[src/rtl/mmio_io_bank_pkg.sv]
// Shared register-map constants and byte-enable helper for the MMIO I/O bank.
package mmio_io_bank_pkg;
  localparam logic [3:0] OFS_OUT      = 4'h0;
  localparam logic [3:0] OFS_IN       = 4'h4;
  localparam logic [3:0] OFS_IRQ_EN   = 4'h8;
  localparam logic [3:0] OFS_IRQ_PEND = 4'hC;
  localparam int         CHAN_STRIDE  = 16;

  function automatic logic [31:0] be_merge(input logic [31:0] old_v,
                                           input logic [31:0] new_v,
                                           input logic [3:0]  be);
    logic [31:0] r;
    for (int b = 0; b < 4; b++) r[8*b +: 8] = be[b] ? new_v[8*b +: 8] : old_v[8*b +: 8];
    return r;
  endfunction
endpackage

[src/rtl/io_sync_edge.sv]
// One channel's input synchroniser, history flop and edge detect.
// MMIO_IO_BANK_BOTH_EDGE_EN selects both-edge detection; default is rising only.
module io_sync_edge #(
  parameter int WIDTH       = 32,
  parameter int SYNC_STAGES = 2
) (
  input  logic             clk,
  input  logic             reset,
  input  logic [WIDTH-1:0] din,
  output logic [WIDTH-1:0] sync,
  output logic [WIDTH-1:0] edge_det
);
  logic [SYNC_STAGES-1:0][WIDTH-1:0] sq;
  logic [WIDTH-1:0]                  hist;

  always_ff @(posedge clk) begin
    if (reset) begin
      sq   <= '0;
      hist <= '0;
    end else begin
      sq   <= {sq[SYNC_STAGES-2:0], din};
      hist <= sq[SYNC_STAGES-1];
    end
  end

  assign sync = sq[SYNC_STAGES-1];
`ifdef MMIO_IO_BANK_BOTH_EDGE_EN
  assign edge_det = sync ^ hist;
`else
  assign edge_det = sync & ~hist;
`endif
endmodule

[src/rtl/mmio_io_bank.sv]
// NPORTS-channel memory-mapped I/O bank on the dmem bus: OUT/IN/IRQ_EN/IRQ_PEND per channel.
// Optional both-edge interrupts via MMIO_IO_BANK_BOTH_EDGE_EN (see io_sync_edge).
module mmio_io_bank
  import mmio_io_bank_pkg::*;
#(
  parameter logic [31:0] BASE_ADDR   = 32'h1000_0000,
  parameter int          NPORTS      = 4,
  parameter int          WIDTH       = 32,
  parameter int          SYNC_STAGES = 2
) (
  input  logic                    clk,
  input  logic                    reset,
  input  logic [31:0]             rd_addr,
  input  logic                    rd_req,
  output logic [31:0]             rd_data,
  output logic                    rd_ack,
  input  logic [31:0]             wr_addr,
  input  logic [31:0]             wr_data,
  input  logic [3:0]              wr_be,
  input  logic                    wr_req,
  input  logic [NPORTS*WIDTH-1:0] inport,
  output logic [NPORTS*WIDTH-1:0] outport,
  output logic [NPORTS-1:0]       irq
);
  localparam logic [31:0] SPAN = 32'(NPORTS*CHAN_STRIDE);

  logic [NPORTS-1:0][WIDTH-1:0] out_q, en_q, pend_q, out_nx, en_nx, pend_nx, in_sync, in_edge;
  logic [31:0] rd_off, wr_off, rd_val, m_out, m_en, m_clr;
  logic [3:0]  rd_ch, wr_ch, rd_reg, wr_reg;
  logic        rd_hit, wr_hit;
  logic        unused_addr;

  for (genvar p = 0; p < NPORTS; p++) begin : g_ch
    io_sync_edge #(.WIDTH(WIDTH), .SYNC_STAGES(SYNC_STAGES)) u_sync (
      .clk      (clk),
      .reset    (reset),
      .din      (inport[p*WIDTH +: WIDTH]),
      .sync     (in_sync[p]),
      .edge_det (in_edge[p])
    );
  end

  // Wrapping subtraction makes addresses below BASE_ADDR land far out of range.
  assign rd_off      = rd_addr - BASE_ADDR;
  assign wr_off      = wr_addr - BASE_ADDR;
  assign rd_hit      = rd_req && (rd_off < SPAN);
  assign wr_hit      = wr_req && (wr_off < SPAN);
  assign rd_ch       = rd_off[7:4];
  assign wr_ch       = wr_off[7:4];
  assign rd_reg      = {rd_off[3:2], 2'b00};
  assign wr_reg      = {wr_off[3:2], 2'b00};
  assign unused_addr = ^{rd_off[1:0], wr_off[1:0]};
  assign outport     = out_q;

  always_comb begin
    out_nx  = out_q;
    en_nx   = en_q;
    pend_nx = pend_q;
    rd_val  = '0;
    m_out   = '0;
    m_en    = '0;
    m_clr   = '0;
    for (int p = 0; p < NPORTS; p++) begin
      m_out      = be_merge(32'(out_q[p]), wr_data, wr_be);
      m_en       = be_merge(32'(en_q[p]), wr_data, wr_be);
      m_clr      = be_merge(32'h0, wr_data, wr_be);
      pend_nx[p] = pend_q[p] | in_edge[p];
      if (wr_hit && wr_ch == 4'(p)) begin
        case (wr_reg)
          OFS_OUT:      out_nx[p]  = m_out[WIDTH-1:0];
          OFS_IRQ_EN:   en_nx[p]   = m_en[WIDTH-1:0];
          // Set from a new edge wins over a simultaneous clear.
          OFS_IRQ_PEND: pend_nx[p] = (pend_q[p] & ~m_clr[WIDTH-1:0]) | in_edge[p];
          default: ;
        endcase
      end
      if (rd_ch == 4'(p)) begin
        case (rd_reg)
          OFS_OUT:      rd_val = 32'(out_q[p]);
          OFS_IN:       rd_val = 32'(in_sync[p]);
          OFS_IRQ_EN:   rd_val = 32'(en_q[p]);
          OFS_IRQ_PEND: rd_val = 32'(pend_q[p]);
          default: ;
        endcase
      end
    end
  end

  always_ff @(posedge clk) begin
    if (reset) begin
      out_q   <= '0;
      en_q    <= '0;
      pend_q  <= '0;
      irq     <= '0;
      rd_ack  <= 1'b0;
      rd_data <= '0;
    end else begin
      out_q   <= out_nx;
      en_q    <= en_nx;
      pend_q  <= pend_nx;
      rd_ack  <= rd_hit;
      rd_data <= rd_hit ? rd_val : '0;
      for (int p = 0; p < NPORTS; p++) irq[p] <= |(pend_q[p] & en_q[p]);
    end
  end
endmodule

[config.mk]
export PLATFORM = sky130hd
export DESIGN_NAME = mmio_io_bank
export DESIGN_NICKNAME = d
export VERILOG_FILES = /design/src/rtl/mmio_io_bank_pkg.sv /design/src/rtl/io_sync_edge.sv /design/src/rtl/mmio_io_bank.sv
export SDC_FILE = /design/constraint.sdc
export NUM_CORES = 1
export LEC_CHECK = 0
export CORE_MARGIN = 4
export CORE_UTILIZATION = 30
export DETAILED_ROUTE_END_ITERATION = 7
export PLACE_DENSITY = 0.48
export SETUP_SLACK_MARGIN = 0.15
export SLEW_MARGIN = 25
export SYNTH_ARGS = -nofsm -noshare
export SYNTH_HDL_FRONTEND = slang
export SYNTH_SLANG_ARGS = --single-unit
[constraint.sdc]
create_clock -name clk -period 3.5 [get_ports clk]
set_input_delay 1.05 -clock clk [delete_from_list [all_inputs] [get_ports clk]]
set_output_delay 1.05 -clock clk [all_outputs]
set_load 0.01 [all_outputs]
* After elaboration in Yosys (flattened, before gate mapping)
Index checks and enable logic that the tools add are counted.
Storage, ports and cells: bits in registers 805, bits of input ports 232, output and inout bits 165, logic and storage cells 159
Cells by class: $add $sub $neg 2, magnitude comparators 2, eq/ne operators 11, muxes and demuxes 20, bitwise operators 26, reductions and logical operators 47
Operator list (count):
- $pmux W32 S4 | 4
- $and A32 B32 Y32 | 12
- $mux W32 | 12
- $or A32 B32 Y32 | 8
- $not A32 Y32 | 5
- $reduce_or A32 Y1 | 4
- $reduce_and A3 Y1 | 32
- $lt A32 B7 Y1 const B | 2
- $sub A32 B29 Y32 const B | 2
- $mux W8 | 4
- $eq A4 B2 Y1 const B | 4
- $logic_not A4 Y1 | 4
- $eq A2 B2 Y1 const B | 4
- $eq A4 B1 Y1 const B | 2
- $logic_and A1 B1 Y1 | 6
- $eq A2 B1 Y1 const B | 1
- $reduce_or A2 Y1 | 1
- $not A1 Y1 | 1

* Depth between registers and ports, before layout
Gate-level depths: netlist of run 1.
depth in word-level cells 10, gate-level depth with buffers 7, depth with buffers taken out 4

* Hierarchy
From an unflattened synthesis of run 1, not the netlist that was laid out.
Second synthesis, totals: cells, all modules 3030, area, all modules 33059.2 um^2
By module, submodules not included:
- mmio_io_bank | instances 1, cells an instance 1966, area an instance 20897.5 um^2, sequential area each 8428.1 um^2
- io_sync_edge | instances 4, cells an instance 266, area an instance 3040.4 um^2, sequential area each 1921.8 um^2

* Least setup slack after synthesis of run 1
Ideal clock, no wire load.
kind in2reg, start point input wr_addr[15], end point register pend_q[127] in the netlist's numbering, library setup time 0.117 ns, data arrival time 2.690 ns, data required time 3.383 ns, slack 0.693 ns, stages 6, buffers on the path 2, cell sequence nor4b_2 -> nand4_2 -> buf_6 -> buf_4 -> or4_1 -> a32o_1
Between the ends: longest elaborated chain between the ends 5
RTL lines:
- start, declared | line mmio_io_bank.sv:17 | input logic [31:0] wr_addr,
- $sub A32 B29 Y32 | line mmio_io_bank.sv:45 | assign wr_off = wr_addr - BASE_ADDR;
- $lt A32 B7 Y1 | line mmio_io_bank.sv:47 | assign wr_hit = wr_req && (wr_off < SPAN);
- $logic_and A1 B1 Y1 | line mmio_io_bank.sv:47
- $logic_and A1 B1 Y1 | line mmio_io_bank.sv:68 | if (wr_hit && wr_ch == 4'(p)) begin
- $mux W32 | line mmio_io_bank.sv:68
- end signal, assigned | line mmio_io_bank.sv:100 | pend_q <= pend_nx;
- end, declared | line mmio_io_bank.sv:27 | logic [NPORTS-1:0][WIDTH-1:0] out_q, en_q, pend_q, out_nx, en_nx, pend_nx, in_sync, in_edge;
Every way passes these cells. A chain may end at the register's enable or synchronous reset.

* Final worst setup path of run 1
start point register out_q, in the netlist outport[85], end point output outport[85]
RTL lines:
- start, declared | line mmio_io_bank.sv:27
- start signal, assigned | line mmio_io_bank.sv:98 | out_q <= out_nx;
- end, declared | line mmio_io_bank.sv:22 | output logic [NPORTS*WIDTH-1:0] outport,
No word-level cell between the ends.

==> results of run 1 <==
synth_stat cells (2+ instances only):
master	n	area share, %
or2_2	2	0.040
and4_1	4	0.11
nor3_1	33	0.53
nand4_1	24	0.48
buf_6	3	0.11
or4_1	131	3.2
nor4_1	9	0.18
mux2i_1	256	8.3
buf_4	2	0.048
nor4_4	22	1.5
nand2_1	320	3.9
nor4b_1	2	0.057
a211oi_1	24	0.58
a32o_1	128	4.1
o22ai_1	40	0.81
buf_2	18	0.29
and3_1	4	0.081
a22oi_1	64	1.6
clkbuf_1	162	2.0
nor4_2	3	0.12
nor2b_1	411	8.3
inv_1	130	1.6
nor2_1	8	0.097
dfxtp_1	805	52
buf_1	9	0.11
mux4_2	128	9.3
nand2b_1	11	0.22
registers in the layout (all words and copies together) (netlist names):
signal	flops
en_q	128
g_ch.u_sync.hist	128
g_ch.u_sync.sq	128
g_ch.u_sync.sync	128
outport	128
pend_q	128
rd_data	32
irq	4
rd_ack	1
per-layer routing:
metal	vias to the layer above	GRT usage, %
met4	2	8.22
met2	1132	37.3
met3	193	5.01
met5	-	0
met1	12075	31.1
li1	10795	-
where the power goes:
group / internal (mW) / switching [mW] / leakage [nW] / total [mW]
combinational: 0.612 / 0.721 / 6.67 / 1.33
sequential: 9.43 / 0.197 / 6.57 / 9.63
clock: 5.99 / 3.93 / 1.52 / 9.91
worst paths after layout:
| kind | to | from |
|---|---|---|
| max | outport[85] | outport[85] |
| min | g_ch[2].u_sync.sync[20] | g_ch[2].u_sync.sq[20] |
| max reg2reg | irq[2] | pend_q[92] |
| min reg2reg | g_ch[2].u_sync.sync[20] | g_ch[2].u_sync.sq[20] |
logic make-up (layout without fill, tap and decap cells):
family | count (synthesis) | in the layout | share of synthesized area, %
AO/OA/AOI/OAI | 256 | 256 | 7.08
AND/OR/NAND/NOR | 992 | 992 | 19.1
flip-flops | 805 | 805 | 52.0
other | 0 | 3 | 0
multiplexers | 384 | 384 | 17.6
buffers and inverters | 325 | 841 | 4.16
layout make-up:
class	count	area, um^2
Fill cell	9888	61500
Sequential cell	805	16100
Multi-Input combinational cell	1632	13600
Timing Repair Buffer	547	5710
Clock buffer	130	2650
Tap cell	1368	1710
Inverter	130	495
Clock inverter	34	454
Antenna cell	3	7.51
placed cells by master, fill, tap and decap left out, drive strengths merged, types with 26 or more instances in the layout:
master	n
nor3	33
o22ai	40
a22oi	64
dfxtp	805
clkdlybuf4s50	388
nor4	34
clkbuf	131
mux4	128
inv	132
or4	131
buf	158
nor2b	411
nand4	26
nand2	320
mux2i	256
a32o	128
==> impl_metrics.csv, run 1 <==
group,metric,value,unit
run_status,status,"finished, final reports clean",
global_routing,track_usage,23.3,%
timing,worst_slack,0.615,ns
place,place_area,0.0376,mm^2
timing,period_share,82.4,%
job,cap_violations,0,
place,post-place-ws,0.00899,ns
global_routing,antenna_found_initial,9,
cts,post_cts_buffers,0,
synthesis,ys_seq_elements,805,
timing,drv_slew,0,
global_routing,grt_max_degree,139,
global_routing,grt_pass1_vias,24571,
synthesis,synth_cells,2762,
die,start_util,30.3,%
cts,clock_tree.buffer_depth,3,
synthesis,synth-edff-count,0,
timing,tightest_slew,0.852,ns
global_routing,grt-ovfl-total,0,
setup_path,rr_worst_depth,4,
cts,cts_root_buf,"clkbuf_16",
timing,setup_viol,0,
pwr,power.leakage,14.8,nW
place,dp_cells,4482,
pwr,powerDensity,513,mW/mm^2
synthesis,ys_warn_count,0,
worst_hold_path,min_path_cells,1,
setup_path,cp_top_family,"buffers and inverters",
synthesis,ys.flop_type,"dfxtp_1",
routing,viasPerCell,5.20,
timing,hold_viol,0,
setup_path,cp.arrival,1.83,ns
routing,dr_wl_met3,11.2,mm
synthesis,syn_nets,2994,
routing,vias,24197,
setup_path,crit_path_end_kind,"primary output",
setup_path,r2r_setup_slack,1.36,ns
cells_and_area,fin_nets,3439,
timing,max_freq,0.347,GHz
die,die_w,329,um
setup_path,cp-start-kind,"register",
cts,cts_tree,"yes",
setup_path,worst_path_max_delay_cell,"clkdlybuf4s50_1",
cells_and_area,fin_cells,4649,
worst_hold_path,hold_class,"reg2reg",
routing,dr_wl_met2,59.4,mm
timing,rsz0062_at_grt,"false",
place,port_buffers,392,
cts,clock-sinks,805,
die,die_h,329,um
synthesis,avgSynthCellArea,11.2,um^2
routing,wire_per_inst,27.9,um
synthesis,synth_seq_area_share,52.0,%
cts,post_cts_resized,0,
die,coreArea,0.102,mm^2
place,gp_congestion,0.881,
timing,hold_slack,0.434,ns
cells_and_area,drive_gt1_share,14.2,%
setup_path,critPathBufInv,1,
timing,fin_skew,0.0367,ns
synthesis,synthDistinctLibCells,36,
timing,fin_tns_setup,0,ns
die,dieArea,0.108,mm^2
routing,drtIter0Drc,2325,
setup_path,path_cells,"clkdlybuf4s50_1",
cts,path_clk_slew,0.06,ns
routing,detail_route.wirelength,130,mm
setup_path,crit_required,2.45,ns
routing,highest_layer,"met5",
routing,drc,0,
synthesis,syn_area,0.0310,mm^2
timing,fin_crit,2.88,ns
cells_and_area,syn2layout_area_growth,31.5,%
setup_path,max_stage_delay,0.81,ns
cts,cts_hold_buf,0,
routing,ant_nets,0,
pwr,power.total,20.9,mW
cells_and_area,fin_area,0.0407,mm^2
routing,drt_first_pass_iters,7,
die,rows,117,
cts,htreeDepth,3,
cts,cts_made_buffers,91,
synthesis,synthArstFlopShare,0,%
setup_path,path_depth,1,
global_routing,grt_pass1_wl,182,mm
routing,drt-met1-wl,54.5,mm
cts,clk_latency,0.66,ns
setup_path,cp_max_fo,3,
pwr,power.ir.vdd_worst,0.334,mV
timing,relSlewSlack,42.7,%
die,num_io_pins,397,
setup_path,crit_type,"reg2out",
place,dp_hpwl,96.3,mm
cells_and_area,post-route-util,39.8,%
No activity file was read; power rests on OpenSTA's default activity.
==> run 2: changes to the inputs <==
- PLACE_DENSITY: 0.48 -> 0.49
- clock period: 3.5 -> 2.45 ns (I/O delays scaled with it)
==> run 2 against run 1 <==
  * Sequential power increased by 42%
  * Critical path depth increased by 6
  * Wire length increased by 3.0%
  * Highest routed layer unchanged
  * Clock power increased by 44%
==> impl_metrics.csv, run 2 (synthesis results as in run 1) <==
group,metric,value,unit
cells_and_area,syn2layout_area_growth,36.9,%
routing,ant_nets,0,
global_routing,grt_pass1_wl,187,mm
die,num_io_pins,397,
global_routing,grt_pass1_vias,25302,
cts,cts_made_buffers,90,
cells_and_area,final_common_cell,"dfxtp_1",
setup_path,worst_path_max_delay_cell,"clkdlybuf4s50_1",
setup_path,cp_top_family,"buffers and inverters",
setup_path,crit_path_end_kind,"register",
die,die_w,329,um
worst_hold_path,hold_class,"reg2reg",
die,start_util,30.3,%
cells_and_area,drive_gt1_share,20.1,%
run_status,status,"finished, final reports clean",
timing,max_freq,0.436,GHz
place,gp_congestion,0.907,
cts,clk_latency,0.66,ns
place,dp_cells,4610,
cells_and_area,fin_nets,3581,
routing,viasPerCell,5.15,
cells_and_area,layout_common_cells,"761 x dfxtp_1, 410 x nor2b_1, 320 x nand2_1, 256 x mux2i_1, 218 x clkdlybuf4s50_1",
setup_path,cp-start-kind,"input pin",
setup_path,path_common_cell,"buf_12",
cts,clock_tree.buffer_depth,3,
timing,tightest_slew,0.936,ns
cts,cts_tree,"yes",
cts,cts_hold_buf,0,
die,dieArea,0.108,mm^2
pwr,power.ir.vdd_worst,0.510,mV
timing,relSlewSlack,37.6,%
cts,htreeDepth,3,
pwr,power.leakage,16.6,nW
setup_path,critPathBufInv,3,
pwr,powerDensity,712,mW/mm^2
cells_and_area,fin_cells,4799,
place,dp_hpwl,99.8,mm
timing,fin_crit,2.29,ns
die,coreArea,0.102,mm^2
die,die_h,329,um
job,cap_violations,0,
routing,wire_per_inst,27.8,um
routing,detail_route.wirelength,134,mm
global_routing,track_usage,24.1,%
routing,drc,0,
timing,fin_skew,0.0221,ns
setup_path,max_stage_delay,0.63,ns
die,rows,117,
place,port_buffers,392,
cts,path_clk_slew,0.06,ns
cts,cts_root_buf,"clkbuf_16",
setup_path,cp.arrival,2.84,ns
routing,drt_first_pass_iters,5,
setup_path,crit_required,3.00,ns
setup_path,crit_type,"in2reg",
setup_path,cp_max_fo,8,
global_routing,grt_max_degree,156,
timing,hold_slack,0.432,ns
timing,hold_viol,0,
timing,period_share,93.6,%
global_routing,grt-ovfl-total,0,
routing,vias,24735,
timing,setup_viol,0,
timing,rsz0062_at_grt,"true",
cts,clock-sinks,805,
timing,drv_slew,0,
routing,drtIter0Drc,2018,
setup_path,path_cells,"clkdlybuf4s50_1, and3_1, buf_12, nand2_1, buf_12, or4_1, a32o_1",
global_routing,antenna_found_initial,7,
## run 2: area by class of cell
cell class                      count  area (um^2)
Antenna cell                        6         15.0
Clock buffer                      128         2670
Clock inverter                     40          479
Fill cell                        9785        59800
Inverter                          130          495
Multi-Input combinational cell   1632        13700
Sequential cell                   805        16200
Tap cell                         1368         1710
Timing Repair Buffer              690         7140
## run 2: final timing paths
path	slack [ns]	endpoint	start	cells past startpoint
hold / removal	0.43	g_ch[1].u_sync.sync[9]	g_ch[1].u_sync.sq[9]	1
setup reg to reg	0.44	rd_data[3]	g_ch[0].u_sync.sync[3]	5
hold reg to reg	0.43	g_ch[1].u_sync.sync[9]	g_ch[1].u_sync.sq[9]	1
setup / recovery	0.16	pend_q[78]	wr_be[1]	7
## run 2: metal layers
metal  GRT usage (%)  part of all wire [%]
met5               0                 0.025
met1            31.6                    42
met3            6.29                   9.0
met2            37.6                    45
met4            10.1                   4.4
## run 2: power by group
| group | leakage (nW) | internal [mW] | switching (mW) |
|---|---|---|---|
| Sequential | 6.59 | 13.5 | 0.284 |
| Clock | 1.55 | 8.65 | 5.67 |
| Combinational | 8.44 | 1.02 | 1.10 |
| Total | 16.6 | 23.1 | 7.05 |
## run 2: repair_timing
action | in CTS | in global routing
endpoints found under the setup margin | 329 | 256
resized for setup | 234 | 47
setup buffers | 5 | 0
pin swaps | 26 | 21
cloned | 9 | 1
## run 2: through the flow
stage / area (um^2) / util, % / setup TNS [ns] / power, mW / setup slack, ns
floorplan: 31100 / - / 0 / 14.8 / 0.0233
global placement: 38900 / 38.1 / -192.29 / 16.1 / -0.681
detailed placement: 38900 / 38.1 / -195.70 / 16.2 / -0.692
CTS: 42300 / 41.4 / 0 / 30.5 / 0.0121
global route: 42400 / 41.5 / 0 / 31.1 / 0.141
finish: 42400 / 41.5 / 0 / 30.2 / 0.156
## run 2: worst register-to-register path, delay by kind of cell (launching register included)
| kind | cells | cell delay [ns] |
|---|---|---|
| buf+inv | 1 | 0.17 |
| simple gates | 2 | 0.79 |
| mux | 1 | 0.30 |
| compound gates | 1 | 0.11 |
| flops | 1 | 0.50 |
